File: src/rtl/ahb_pkg.sv
// Shared AHB encodings and arbiter types used by the round-robin bus arbiter.
package ahb_pkg;

  localparam int MIDX_W = 2;

  typedef enum logic [1:0] {
    HTRANS_IDLE   = 2'b00,
    HTRANS_BUSY   = 2'b01,
    HTRANS_NONSEQ = 2'b10,
    HTRANS_SEQ    = 2'b11
  } htrans_e;

  typedef enum logic [1:0] {
    HRESP_OKAY  = 2'b00,
    HRESP_ERROR = 2'b01,
    HRESP_RETRY = 2'b10,
    HRESP_SPLIT = 2'b11
  } hresp_e;

  typedef enum logic {
    ARB_PARK  = 1'b0,
    ARB_OWNED = 1'b1
  } arb_state_e;

endpackage

File: src/rtl/ahb_rr_picker.sv
// Combinational rotating-priority selector: searches from ptr+1 upward, wrapping,
// so the master at ptr is considered last (or not at all when exclude is set).
module ahb_rr_picker
  import ahb_pkg::*;
#(
  parameter int NUM_MASTERS = 2
) (
  input  logic [NUM_MASTERS-1:0] req,
  input  logic [MIDX_W-1:0]      ptr,
  input  logic                   exclude,
  output logic                   valid,
  output logic [MIDX_W-1:0]      winner
);

  logic [NUM_MASTERS-1:0] eligible;

  for (genvar gi = 0; gi < NUM_MASTERS; gi++) begin : g_elig
    assign eligible[gi] = req[gi] && !(exclude && (ptr == MIDX_W'(gi)));
  end

  // Walk from lowest to highest priority so the last hit is the winner.
  always_comb begin
    valid  = 1'b0;
    winner = '0;
    for (int k = NUM_MASTERS; k >= 1; k--) begin
      for (int i = 0; i < NUM_MASTERS; i++) begin
        if (eligible[i] && (((int'(ptr) + k) % NUM_MASTERS) == i)) begin
          valid  = 1'b1;
          winner = MIDX_W'(i);
        end
      end
    end
  end

endmodule

File: src/rtl/ahb_arbiter.sv
// Round-robin AHB arbiter with park master and hready-qualified hand-over.
// Optional owner tenure limit compiled in with AHB_ARB_TENURE_LIMIT_EN.
module ahb_arbiter
  import ahb_pkg::*;
#(
  parameter int NUM_MASTERS    = 2,
  parameter int DEFAULT_MASTER = 0,
  parameter int MAX_TENURE     = 16
) (
  input  logic                   hclk,
  input  logic                   hreset,
  input  logic [NUM_MASTERS-1:0] hbusreq,
  input  logic [1:0]             htrans,
  input  logic                   hready,
  input  logic [1:0]             hresp,
  output logic [NUM_MASTERS-1:0] hgrant,
  output logic [1:0]             hmaster,
  output logic [1:0]             hmaster_data
);

  localparam logic [MIDX_W-1:0]      DEF_IDX   = MIDX_W'(DEFAULT_MASTER);
  localparam logic [NUM_MASTERS-1:0] DEF_GRANT = NUM_MASTERS'(1) << DEFAULT_MASTER;

  arb_state_e             state_q, state_d;
  logic [MIDX_W-1:0]      owner_q, owner_d;
  logic [MIDX_W-1:0]      data_q, data_d;
  logic [MIDX_W-1:0]      ptr_q, ptr_d;
  logic [NUM_MASTERS-1:0] grant_q, grant_d;

  logic              owner_req;
  logic              retry_split;
  logic              pick_exclude;
  logic              pick_valid;
  logic [MIDX_W-1:0] pick_idx;
  logic              force_handover;

  assign owner_req   = |(hbusreq & grant_q);
  assign retry_split = (hresp == HRESP_RETRY) || (hresp == HRESP_SPLIT);

  ahb_rr_picker #(
    .NUM_MASTERS(NUM_MASTERS)
  ) u_picker (
    .req    (hbusreq),
    .ptr    (ptr_q),
    .exclude(pick_exclude),
    .valid  (pick_valid),
    .winner (pick_idx)
  );

`ifdef AHB_ARB_TENURE_LIMIT_EN
  localparam int                TEN_W   = $clog2(MAX_TENURE + 1);
  localparam logic [TEN_W-1:0] TEN_MAX = TEN_W'(MAX_TENURE);

  logic [TEN_W-1:0] tenure_q, tenure_d, tenure_inc;
  logic             tenure_expired;

  assign tenure_inc     = (tenure_q == TEN_MAX) ? tenure_q : tenure_q + TEN_W'(1);
  assign tenure_expired = (state_q == ARB_OWNED) && (tenure_inc == TEN_MAX);
  // A RETRY/SPLIT re-arbitration must still be able to regrant a sole owner.
  assign pick_exclude   = tenure_expired && !retry_split;
  assign force_handover = pick_exclude && owner_req && pick_valid && (htrans != HTRANS_SEQ);

  always_comb begin
    tenure_d = tenure_q;
    if (hready) begin
      if ((state_q != ARB_OWNED) || (state_d != ARB_OWNED) || (owner_d != owner_q)) begin
        tenure_d = '0;
      end else begin
        tenure_d = tenure_inc;
      end
    end
  end

  always_ff @(posedge hclk) begin
    if (hreset) begin
      tenure_q <= '0;
    end else begin
      tenure_q <= tenure_d;
    end
  end
`else
  logic unused_tenure_inputs;
  assign unused_tenure_inputs = ^{htrans, (MAX_TENURE > 0)};
  assign pick_exclude         = 1'b0;
  assign force_handover       = 1'b0;
`endif

  always_comb begin
    state_d = state_q;
    owner_d = owner_q;
    data_d  = data_q;
    ptr_d   = ptr_q;
    if (hready) begin
      data_d = owner_q;
      if (state_q == ARB_PARK) begin
        if (pick_valid) begin
          state_d = ARB_OWNED;
          owner_d = pick_idx;
          ptr_d   = pick_idx;
        end
      end else if (retry_split || !owner_req || force_handover) begin
        if (pick_valid) begin
          owner_d = pick_idx;
          ptr_d   = pick_idx;
        end else begin
          // Parking keeps the pointer on the last real owner.
          state_d = ARB_PARK;
          owner_d = DEF_IDX;
        end
      end
    end
  end

  for (genvar gi = 0; gi < NUM_MASTERS; gi++) begin : g_grant
    assign grant_d[gi] = (owner_d == MIDX_W'(gi));
  end

  always_ff @(posedge hclk) begin
    if (hreset) begin
      state_q <= ARB_PARK;
      owner_q <= DEF_IDX;
      data_q  <= DEF_IDX;
      ptr_q   <= DEF_IDX;
      grant_q <= DEF_GRANT;
    end else begin
      state_q <= state_d;
      owner_q <= owner_d;
      data_q  <= data_d;
      ptr_q   <= ptr_d;
      grant_q <= grant_d;
    end
  end

  assign hgrant       = grant_q;
  assign hmaster      = owner_q;
  assign hmaster_data = data_q;

endmodule
File: config.mk
export PLATFORM = sky130hd
export DESIGN_NAME = ahb_arbiter
export DESIGN_NICKNAME = d
export VERILOG_FILES = /design/src/rtl/ahb_pkg.sv /design/src/rtl/ahb_rr_picker.sv /design/src/rtl/ahb_arbiter.sv
export SDC_FILE = /design/constraint.sdc
export NUM_CORES = 1
export LEC_CHECK = 0
export CORE_AREA = 3 3 40 42
export CTS_CLUSTER_SIZE = 30
export DETAILED_ROUTE_END_ITERATION = 16
export DIE_AREA = 0 0 43 45
export HOLD_SLACK_MARGIN = 0.05
export PLACE_DENSITY_LB_ADDON = 0.08
export SLEW_MARGIN = 20
export SYNTH_ARGS = -nofsm -noshare
export SYNTH_HDL_FRONTEND = slang
export SYNTH_SLANG_ARGS = --single-unit
File: constraint.sdc
create_clock -name hclk -period 2.48 [get_ports hclk]
set_clock_uncertainty 0.2 [all_clocks]
set_input_delay 0.496 -clock hclk [delete_from_list [all_inputs] [get_ports hclk]]
set_output_delay 0.496 -clock hclk [all_outputs]
set_load 0.01 [all_outputs]
==> parameters.txt, run 1 <==
Parameter                              Value

Run status
  Run status    completed

CTS
  Buffers inserted during post-CTS setup optimization    0
  Maximum number of buffers from clock root to sink    2
  CTS tree    yes
  Clock root cell    clkbuf_4
  Clock transition at the register clock pins on the worst setup and hold paths after CTS    0.05 ns
  TritonCTS buffer count    3
  Clock Latency Late Sink    0.25 ns
  Number of buffers inserted for hold repair after clock tree synthesis    0
  Number of H-tree levels    1
  Clock sink total    8
  Post-cts resize count    0

GRT
  Antenna violations before repair    0
  Maximum number of pins on one net before global-route repair    9
  Global-route wire length before repair    1360 um
  Met3 Use GR    3.59%
  Global routing usage summed across all routing layers    9.50%
  Met1 usage in global routing    11.4%
  Grt peak-use layer    met2
  GR Overflow Total    0
  Met2 usage in global routing    13.8%
  Via count of the first global-routing pass    318

Power and ir drop
  Total design power    0.280 mW
  Reg power frac    50.4%
  Clock share of power    34.7%
  Switching share of power    23.7%
  P_int    0.214 mW
  Static leakage    0.173 nW
  Worst vdd rail ir drop    181 uV
  Pwr Density    586 nW/um^2
  Part of the power in combinational logic    14.9%
  Power spent charging and discharging nets    0.0665 mW

Worst setup path
  Critical path's top delay family    buffers and inverters
  Worst setup path category    flip-flop to primary output
  Crit-path cells    clkdlybuf4s50_1
  Arrival time at the worst endpoint    1.19 ns
  CP bufs+invs    1
  Endpoint kind of the worst setup timing path    primary output
  Required time reported for the critical path endpoint    1.78 ns
  Crit path max-delay cell type    clkdlybuf4s50_1
  Maximum net fanout on the critical path    4
  Stage delay of the slowest cell on the critical path    0.56 ns
  FF-to-FF setup slack    1.14 ns
  Type of element launching the critical path    flip-flop

Floorplanning
  Initial core utilization    26.1%
  Floorplan core area    1280 sq um
  Die H    45 um
  Number of rows in the core area    13
  I/O pin count    15
  Area of the die    1940 sq um
  Die X    43 um

Placed design
  DP Worst Slack    0.417 ns
  HPWL after DPL    589 um
  Number of buffers inserted by port buffering    11
  Placer congestion estimate    0.650
  Instance area at placement    455 sq um
  Number of cells after detailed placement    59

Route
  Total length of routed wires    790 um
  Vias    310
  First-pass DRT Iterations    3
  Routed WL per cell    12.7 um
  Via density    5.00
  Number of remaining DRC errors    0
  Antenna Nets Post-Route    0
  Iteration-0 DRC count of the detailed router    3

Flow run
  Number of max-capacitance violations reported    0

STA
  Setup slack after layout    0.590 ns
  Actual transition at the worst max-transition pin    0.331 ns
  Period Utilization, post-route    76.2%
  Maximum clock frequency    0.529 GHz
  Final hold viol count    0
  Remaining max-slew budget at the tightest pin    77.8%
  Number of max-slew violations in the final report    0
  Worst hold slack    0.280 ns
  Total of endpoints with negative setup slack in the final report    0
  Setup TNS    0 ns
  RSZ-0062 raised after global routing    no
  Post-layout min period    1.89 ns

Logic synthesis
  Fraction of synthesized cell area taken by the top area cell type    47.8%
  Mapped Nets    44
  Synth Register Bits    8
  Yosys synthesis warning count    0
  Post-synth design cell area    335 sq um
  Avg Inst Size Synth    9.58 sq um
  Part of the Yosys area used for sequential elements    47.8%
  Post-synthesis cell type with the largest combined area    dfxtp_1
  Area contributors post-synth    dfxtp_1 48%, mux2i_1 6.0%, nor2_1 5.6%, o31a_1 5.2%, a21oi_1 4.5%
  Mapped Cells    35
  Cell variety after synth    18

Worst hold path
  Kind of path behind the tightest hold check    flip-flop to flip-flop

Final layout
  Combined area of the multi-input logic cells    163 sq um
  Non-filler cells in the finished layout    62
  Final design instance area without fill    478 sq um
  Number of inserted filler cells in the final layout    133
  Fraction of final layout cells with drive strength greater than 1    8.51%
  Final net count    58
  Area of all sequential standard cells    160 sq um
  Antenna diodes    0
  Layout Area Growth over Synthesis    42.5%
  Utilization of the core after routing    37.2%
-- routing by layer --
| metal | wire length (um) | share of wire (%) |
|---|---|---|
| met5 | 0 | 0 |
| met3 | 51 | 6.5 |
| met4 | 4 | 0.51 |
| met1 | 358 | 45 |
| met2 | 376 | 48 |
-- sequential cells by signal, indices dropped and copies added (netlist names) --
register,cells
hgrant,2
hmaster,2
hmaster_data,2
ptr_q,1
state_q,1
-- logic make-up (layout without fill, tap and decap cells) --
logic type | count (synthesis) | after routing | share of synthesized area (%)
buffers and inverters | 3 | 15 | 3.73
DFF | 8 | 8 | 47.8
muxes | 2 | 2 | 5.97
AOI/OAI and AO/OA | 14 | 14 | 31.0
and+or+nand+nor | 8 | 8 | 11.6
-- area by class of cell --
type                            instances  share of cell area, %
Sequential cell                         8                   33.5
Multi-Input combinational cell         24                   34.0
Tap cell                               15                   3.93
Timing Repair Buffer                   11                   23.0
Inverter                                1                  0.785
Clock buffer                            3                   4.71
-- layout by cell type, fill, tap and decap left out, types with 2 or more instances in the layout --
cell             count
clkdlybuf4s50_1     11
dfxtp_1              8
nor2_1               5
a21oi_1              3
clkbuf_4             3
mux2i_1              2
nand2b_1             2
o31a_1               2
a211oi_1             2
-- cell usage after synthesis, drive strengths merged --
cell / n
dfxtp: 8
nor2: 5
a21oi: 3
a211oi: 2
mux2i: 2
nand2b: 2
o31a: 2
a22oi: 1
buf: 1
clkbuf: 1
inv: 1
nor3b: 1
o2111a: 1
o2111ai: 1
o211ai: 1
o21a: 1
o21ai: 1
o31ai: 1
-- power by group through the flow --
| stage | logic (mW) | clock network [mW] | registers, mW |
|---|---|---|---|
| 2_1_floorplan | 0.0194 | 0 | 0.144 |
| 3_3_place_gp | 0.0406 | 0 | 0.143 |
| 3_5_place_dp | 0.0418 | 0 | 0.144 |
| 4_1_cts | 0.0422 | 0.101 | 0.141 |
| 5_1_grt | 0.0461 | 0.105 | 0.142 |
| 6_report | 0.0417 | 0.0973 | 0.141 |
-- worst paths after layout --
| path | from | to | depth (start not counted) |
|---|---|---|---|
| min reg2reg | ptr_q[0] | ptr_q[0] | 2 |
| max | hmaster[0] | hmaster[0] | 1 |
| min | ptr_q[0] | ptr_q[0] | 2 |
| max reg2reg | state_q | hgrant[0] | 3 |
(Power assumes the default switching activity.)
==> inputs of run 2 (changes only) <==
clock period = 2 ns   (was 2.48 ns; I/O delays follow)
==> run 2 against run 1 <==
Effect of this change: final cell count increased by 4.8%; worst hold slack got worse by 0.012 ns; routed wire length decreased by 3.9%; sequential power increased by 23%; non-clock buffer count increased by 3; via count increased by 3.2%; clock-buffer cell count unchanged; global-route usage increased by 0.59 points; first-iteration DRC count increased by 130%; die area unchanged; clock power increased by 26%; critical endpoint unchanged; largest cell class unchanged.
==> parameters.txt, run 2 (synthesis results as in run 1) <==
Parameter                              Value

Final layout
  Area of all sequential standard cells    160 sq um (unchanged)
  Combined area of the multi-input logic cells    163 sq um (unchanged)
  Fraction of final layout cells with drive strength greater than 1    14.0% (+5.5 points)
  Most frequent standard cell in the layout excluding fill and tap cells    clkdlybuf4s50_1
  Antenna diodes    0 (unchanged)
  Number of inserted filler cells in the final layout    141 (+6.0%)
  Non-filler cells in the finished layout    65 (+4.8%)
  Layout Area Growth over Synthesis    49.3%
  Leading cell types in the layout, fill and taps excluded    11 x clkdlybuf4s50_1, 8 x dfxtp_1, 5 x nor2_1
  Final net count    61 (+5.2%)

CTS
  Clock transition at the register clock pins on the worst setup and hold paths after CTS    0.05 ns (about the same)
  Buffers inserted during post-CTS setup optimization    0 (unchanged)
  Number of buffers inserted for hold repair after clock tree synthesis    0 (unchanged)
  CTS tree    yes
  Maximum number of buffers from clock root to sink    2 (unchanged)
  Clock sink total    8 (unchanged)
  Number of H-tree levels    1 (unchanged)
  Clock root cell    clkbuf_4
  Post-cts resize count    0 (unchanged)
  Clock Latency Late Sink    0.25 ns (about the same)
  TritonCTS buffer count    3 (unchanged)

Route
  Via density    4.92 (-1.5%)
  First-pass DRT Iterations    2 (-1)
  Total length of routed wires    759 um (-3.9%)
  Vias    320 (+3.2%)
  Iteration-0 DRC count of the detailed router    7 (+4)
  Routed WL per cell    11.7 um (-8.4%)
  Number of remaining DRC errors    0 (unchanged)
  Antenna Nets Post-Route    0 (unchanged)

STA
  Period Utilization, post-route    89.7%
  Post-layout min period    1.79 ns
  Number of max-slew violations in the final report    0 (unchanged)
  Final hold viol count    0 (unchanged)
  Worst hold slack    0.268 ns (-0.0119 ns)
  Actual transition at the worst max-transition pin    0.289 ns (-0.0424 ns)
  Setup TNS    0 ns (unchanged)
  RSZ-0062 raised after global routing    no
  Maximum clock frequency    0.558 GHz
  Setup slack after layout    0.206 ns (-0.384 ns)
  Total of endpoints with negative setup slack in the final report    0 (unchanged)
  Remaining max-slew budget at the tightest pin    80.7% (+2.9 points)

Floorplanning
  Number of rows in the core area    13 (unchanged)
  Die H    45 um (unchanged)
  Initial core utilization    26.1% (unchanged)
  I/O pin count    15 (unchanged)
  Floorplan core area    1280 sq um (unchanged)
  Area of the die    1940 sq um (unchanged)
  Die X    43 um (unchanged)

Placed design
  HPWL after DPL    574 um (-2.6%)
  Number of cells after detailed placement    62 (+5.1%)
  DP Worst Slack    0.0561 ns (-0.361 ns)
  Placer congestion estimate    0.724 (+11%)
  Number of buffers inserted by port buffering    11 (unchanged)

GRT
  Antenna violations before repair    0 (unchanged)
  GR Overflow Total    0 (unchanged)
  Maximum number of pins on one net before global-route repair    7 (-2)
  Global routing usage summed across all routing layers    10.1% (+0.59 points)
  Via count of the first global-routing pass    307 (-3.5%)
  Global-route wire length before repair    1320 um (-2.6%)

Power and ir drop
  Static leakage    0.187 nW (+8.4%)
  Pwr Density    705 nW/um^2 (+20%)
  Worst vdd rail ir drop    295 uV (+63%)
  Total design power    0.353 mW (+26%)

Worst setup path
  Maximum net fanout on the critical path    4 (unchanged)
  Stage delay of the slowest cell on the critical path    0.56 ns (about the same)
  Worst setup path category    flip-flop to primary output
  Arrival time at the worst endpoint    1.19 ns (about the same)
  Required time reported for the critical path endpoint    1.40 ns (-0.38 ns)
  Crit path max-delay cell type    clkdlybuf4s50_1
  CP bufs+invs    1 (unchanged)
  Crit-path cells    clkdlybuf4s50_1
  Type of element launching the critical path    flip-flop
  Critical path's top delay family    buffers and inverters
  Endpoint kind of the worst setup timing path    primary output

Worst hold path
  Kind of path behind the tightest hold check    flip-flop to flip-flop

Flow run
  Number of max-capacitance violations reported    0 (unchanged)

Run status
  Run status    completed
-- run 2: path summary, 6_finish.rpt --
path,startpoint,endpoint,slack [ns],cells after the start
worst max-delay path,hmaster[0],hmaster[0],0.21,1
worst min-delay path,ptr_q[0],ptr_q[0],0.27,2
worst max register to register,state_q,hgrant[0],0.67,3
worst min register to register,ptr_q[0],ptr_q[0],0.27,2
-- run 2: layout make-up --
type	instances	area share, %
repair buffers	14	26.5
flip-flops and latches	8	32.0
inverters	1	0.750
well taps	15	3.75
clock buffers	3	4.50
multi-input cells	24	32.5
-- run 2: layer usage --
| metal | up-vias | share of wire, % | track usage [%] |
|---|---|---|---|
| met2 | 9 | 45 | 12.6 |
| met4 | 0 | 2.8 | 10.8 |
| met1 | 146 | 45 | 11.4 |
| met5 | - | 0 | 0 |
| met3 | 4 | 7.6 | 5.58 |
| li1 | 161 | - | - |
-- run 2: power by group --
group / internal (mW) / leakage [nW] / switching [mW] / total, mW
sequential: 0.168 / 0.0656 / 0.00659 / 0.174
combinational: 0.0322 / 0.108 / 0.0236 / 0.0558
clock: 0.0686 / 0.0138 / 0.0541 / 0.123
-- run 2: stage by stage --
| step | util, % | cell area [sq um] |
|---|---|---|
| 5_1_grt | 38.9 | 500 |
| 3_3_place_gp | 37.2 | 478 |
| 6_report | 38.9 | 500 |
| 3_5_place_dp | 37.2 | 478 |
| 2_1_floorplan | - | 335 |
| 4_1_cts | 38.9 | 500 |
==> inputs of run 3 (changes only) <==
SETUP_SLACK_MARGIN = 0.3   (was default)
==> run 3 against run 2 <==
Effect of this change: sequential share of layout area unchanged; clock-buffer cell count did not move; clock power is essentially flat; global-route usage shrank 0.083 points; die area unchanged; cell area unchanged; sequential power barely moved; core utilization stayed put.
==> parameters.txt, run 3 (synthesis results as in run 1) <==
Parameter                              Value

Run status
  Run status    completed

Final layout
  Leading cell types in the layout, fill and taps excluded    8 x dfxtp_1, 6 x dlygate4sd2_1, 5 x nor2_1
  Layout Area Growth over Synthesis    49.3% (unchanged)
  Combined area of the multi-input logic cells    168 sq um (+3.1%)
  Most frequent standard cell in the layout excluding fill and tap cells    dfxtp_1
  Antenna diodes    0 (unchanged)
  Final design instance area without fill    500 sq um (unchanged)
  Area of all sequential standard cells    160 sq um (unchanged)
  Final net count    61 (unchanged)
  Number of inserted filler cells in the final layout    142 (+0.71%)
  Fraction of final layout cells with drive strength greater than 1    16.0% (+2.0 points)

Worst setup path
  Worst setup path category    primary input to flip-flop
  Required time reported for the critical path endpoint    1.94 ns (+0.54 ns)
  Maximum net fanout on the critical path    4 (unchanged)
  Endpoint kind of the worst setup timing path    flip-flop
  Crit-path cells    clkdlybuf4s50_1, o31a_1, o21a_2, o31a_1
  Stage delay of the slowest cell on the critical path    0.45 ns (-0.11 ns)
  Most frequent cell on the critical path    o31a_1
  Crit path max-delay cell type    clkdlybuf4s50_1
  Arrival time at the worst endpoint    1.51 ns (+0.32 ns)
  Type of element launching the critical path    primary input

Floorplanning
  Floorplan core area    1280 sq um (unchanged)
  Die X    43 um (unchanged)
  Area of the die    1940 sq um (unchanged)
  Initial core utilization    26.1% (unchanged)
  Die H    45 um (unchanged)
  Number of rows in the core area    13 (unchanged)
  I/O pin count    15 (unchanged)

Route
  Number of remaining DRC errors    0 (unchanged)
  Total length of routed wires    772 um (+1.7%)
  Vias    322 (+0.63%)
  Antenna Nets Post-Route    0 (unchanged)
  Routed WL per cell    11.9 um (+1.7%)
  First-pass DRT Iterations    3 (+1)
  Iteration-0 DRC count of the detailed router    9 (+2)
  Via density    4.95 (+0.62%)

Placed design
  DP Worst Slack    0.0561 ns (unchanged)
  Instance area at placement    478 sq um (unchanged)
  Placer congestion estimate    0.724 (unchanged)
  HPWL after DPL    574 um (unchanged)
  Number of buffers inserted by port buffering    11 (unchanged)

GRT
  Global routing usage summed across all routing layers    10.0% (-0.083 points)
  Maximum number of pins on one net before global-route repair    7 (unchanged)
  Antenna violations before repair    0 (unchanged)
  GR Overflow Total    0 (unchanged)
  Global-route wire length before repair    1310 um (-0.98%)
  Via count of the first global-routing pass    301 (-2.0%)

STA
  Actual transition at the worst max-transition pin    0.289 ns (+0.000539 ns)
  Final hold viol count    0 (unchanged)
  RSZ-0062 raised after global routing    no
  Maximum clock frequency    0.638 GHz (+14%)
  Remaining max-slew budget at the tightest pin    80.7% (about the same)
  Period Utilization, post-route    78.4% (-11 points)
  Worst hold slack    0.283 ns (+0.0151 ns)
  Number of max-slew violations in the final report    0 (unchanged)
  Setup TNS    0 ns (unchanged)
  Total of endpoints with negative setup slack in the final report    0 (unchanged)
  Setup slack after layout    0.432 ns (+0.225 ns)
  Post-layout min period    1.57 ns (-0.225 ns)

Flow run
  Number of max-capacitance violations reported    0 (unchanged)

CTS
  Maximum number of buffers from clock root to sink    2 (unchanged)
  Clock sink total    8 (unchanged)
  Buffers inserted during post-CTS setup optimization    0 (unchanged)
  Clock Latency Late Sink    0.25 ns (about the same)
  Number of buffers inserted for hold repair after clock tree synthesis    0 (unchanged)
  TritonCTS buffer count    3 (unchanged)
  Clock transition at the register clock pins on the worst setup and hold paths after CTS    0.05 ns (about the same)
  CTS tree    yes
  Number of H-tree levels    1 (unchanged)
  Clock root cell    clkbuf_4

Power and ir drop
  Static leakage    0.218 nW (+17%)
  Worst vdd rail ir drop    294 uV (-0.52%)
  Pwr Density    700 nW/um^2 (-0.70%)

Worst hold path
  Kind of path behind the tightest hold check    flip-flop to flip-flop
run 3: changes by cell type in the layout (fill, tap and decap cells not counted):
cell and delta:
a211oi_1 -1, a211oi_2 +1, dlygate4sd2_1 +6, clkdlybuf4s50_1 -7, dlymetal6s2s_1 +1
run 3: where the power goes:
part | total (mW) | leakage, nW | switching (mW) | internal (mW)
Clock | 0.123 | 0.0138 | 0.0541 | 0.0686
Combinational | 0.0534 | 0.139 | 0.0243 | 0.0291
Sequential | 0.174 | 0.0656 | 0.00648 | 0.168
run 3: final timing paths:
check                           startpoint        end  slack [ns]  cells after the start
worst max-delay path            hbusreq[1]  hgrant[0]        0.43                      4
worst min-delay path              ptr_q[0]   ptr_q[0]        0.28                      2
worst max register to register     state_q  hgrant[0]        0.67                      3
worst min register to register    ptr_q[0]   ptr_q[0]        0.28                      2
run 3: cell type report:
class | count | share of cell area, %
multi-input combinational | 24 | 33.5
sequential | 8 | 32.0
timing repair buffer | 14 | 25.5
clock buffer | 3 | 4.50
tap | 15 | 3.75
inverter | 1 | 0.750
run 3: repair_timing:
item	CTS	global route
endpoints found under the setup margin	6	2
resized for setup	6	2
gates cloned	0	0
run 3: layer usage:
| layer | part of all wire [%] | vias to the layer above | GRT usage, % |
|---|---|---|---|
| met1 | 43 | 148 | 11.1 |
| met5 | 0 | - | 0 |
| met4 | 2.7 | 0 | 10.8 |
| met2 | 46 | 9 | 12.6 |
| met3 | 8.4 | 4 | 5.58 |
| li1 | - | 161 | - |
run 3: stage by stage:
step / std cells / utilization [%] / power (mW)
6_report: 65 / 38.9 / 0.350
3_5_place_dp: 62 / 37.2 / 0.234
4_1_cts: 65 / 38.4 / 0.354
3_3_place_gp: 62 / 37.2 / 0.233
5_1_grt: 65 / 38.9 / 0.376
2_1_floorplan: 35 / - / 0.203
run 3: worst max-delay path, delay by kind of cell:
family / cells / cell delay, ns
AOI/OAI and AO/OA: 3 / 0.66
buffers and inverters: 1 / 0.45
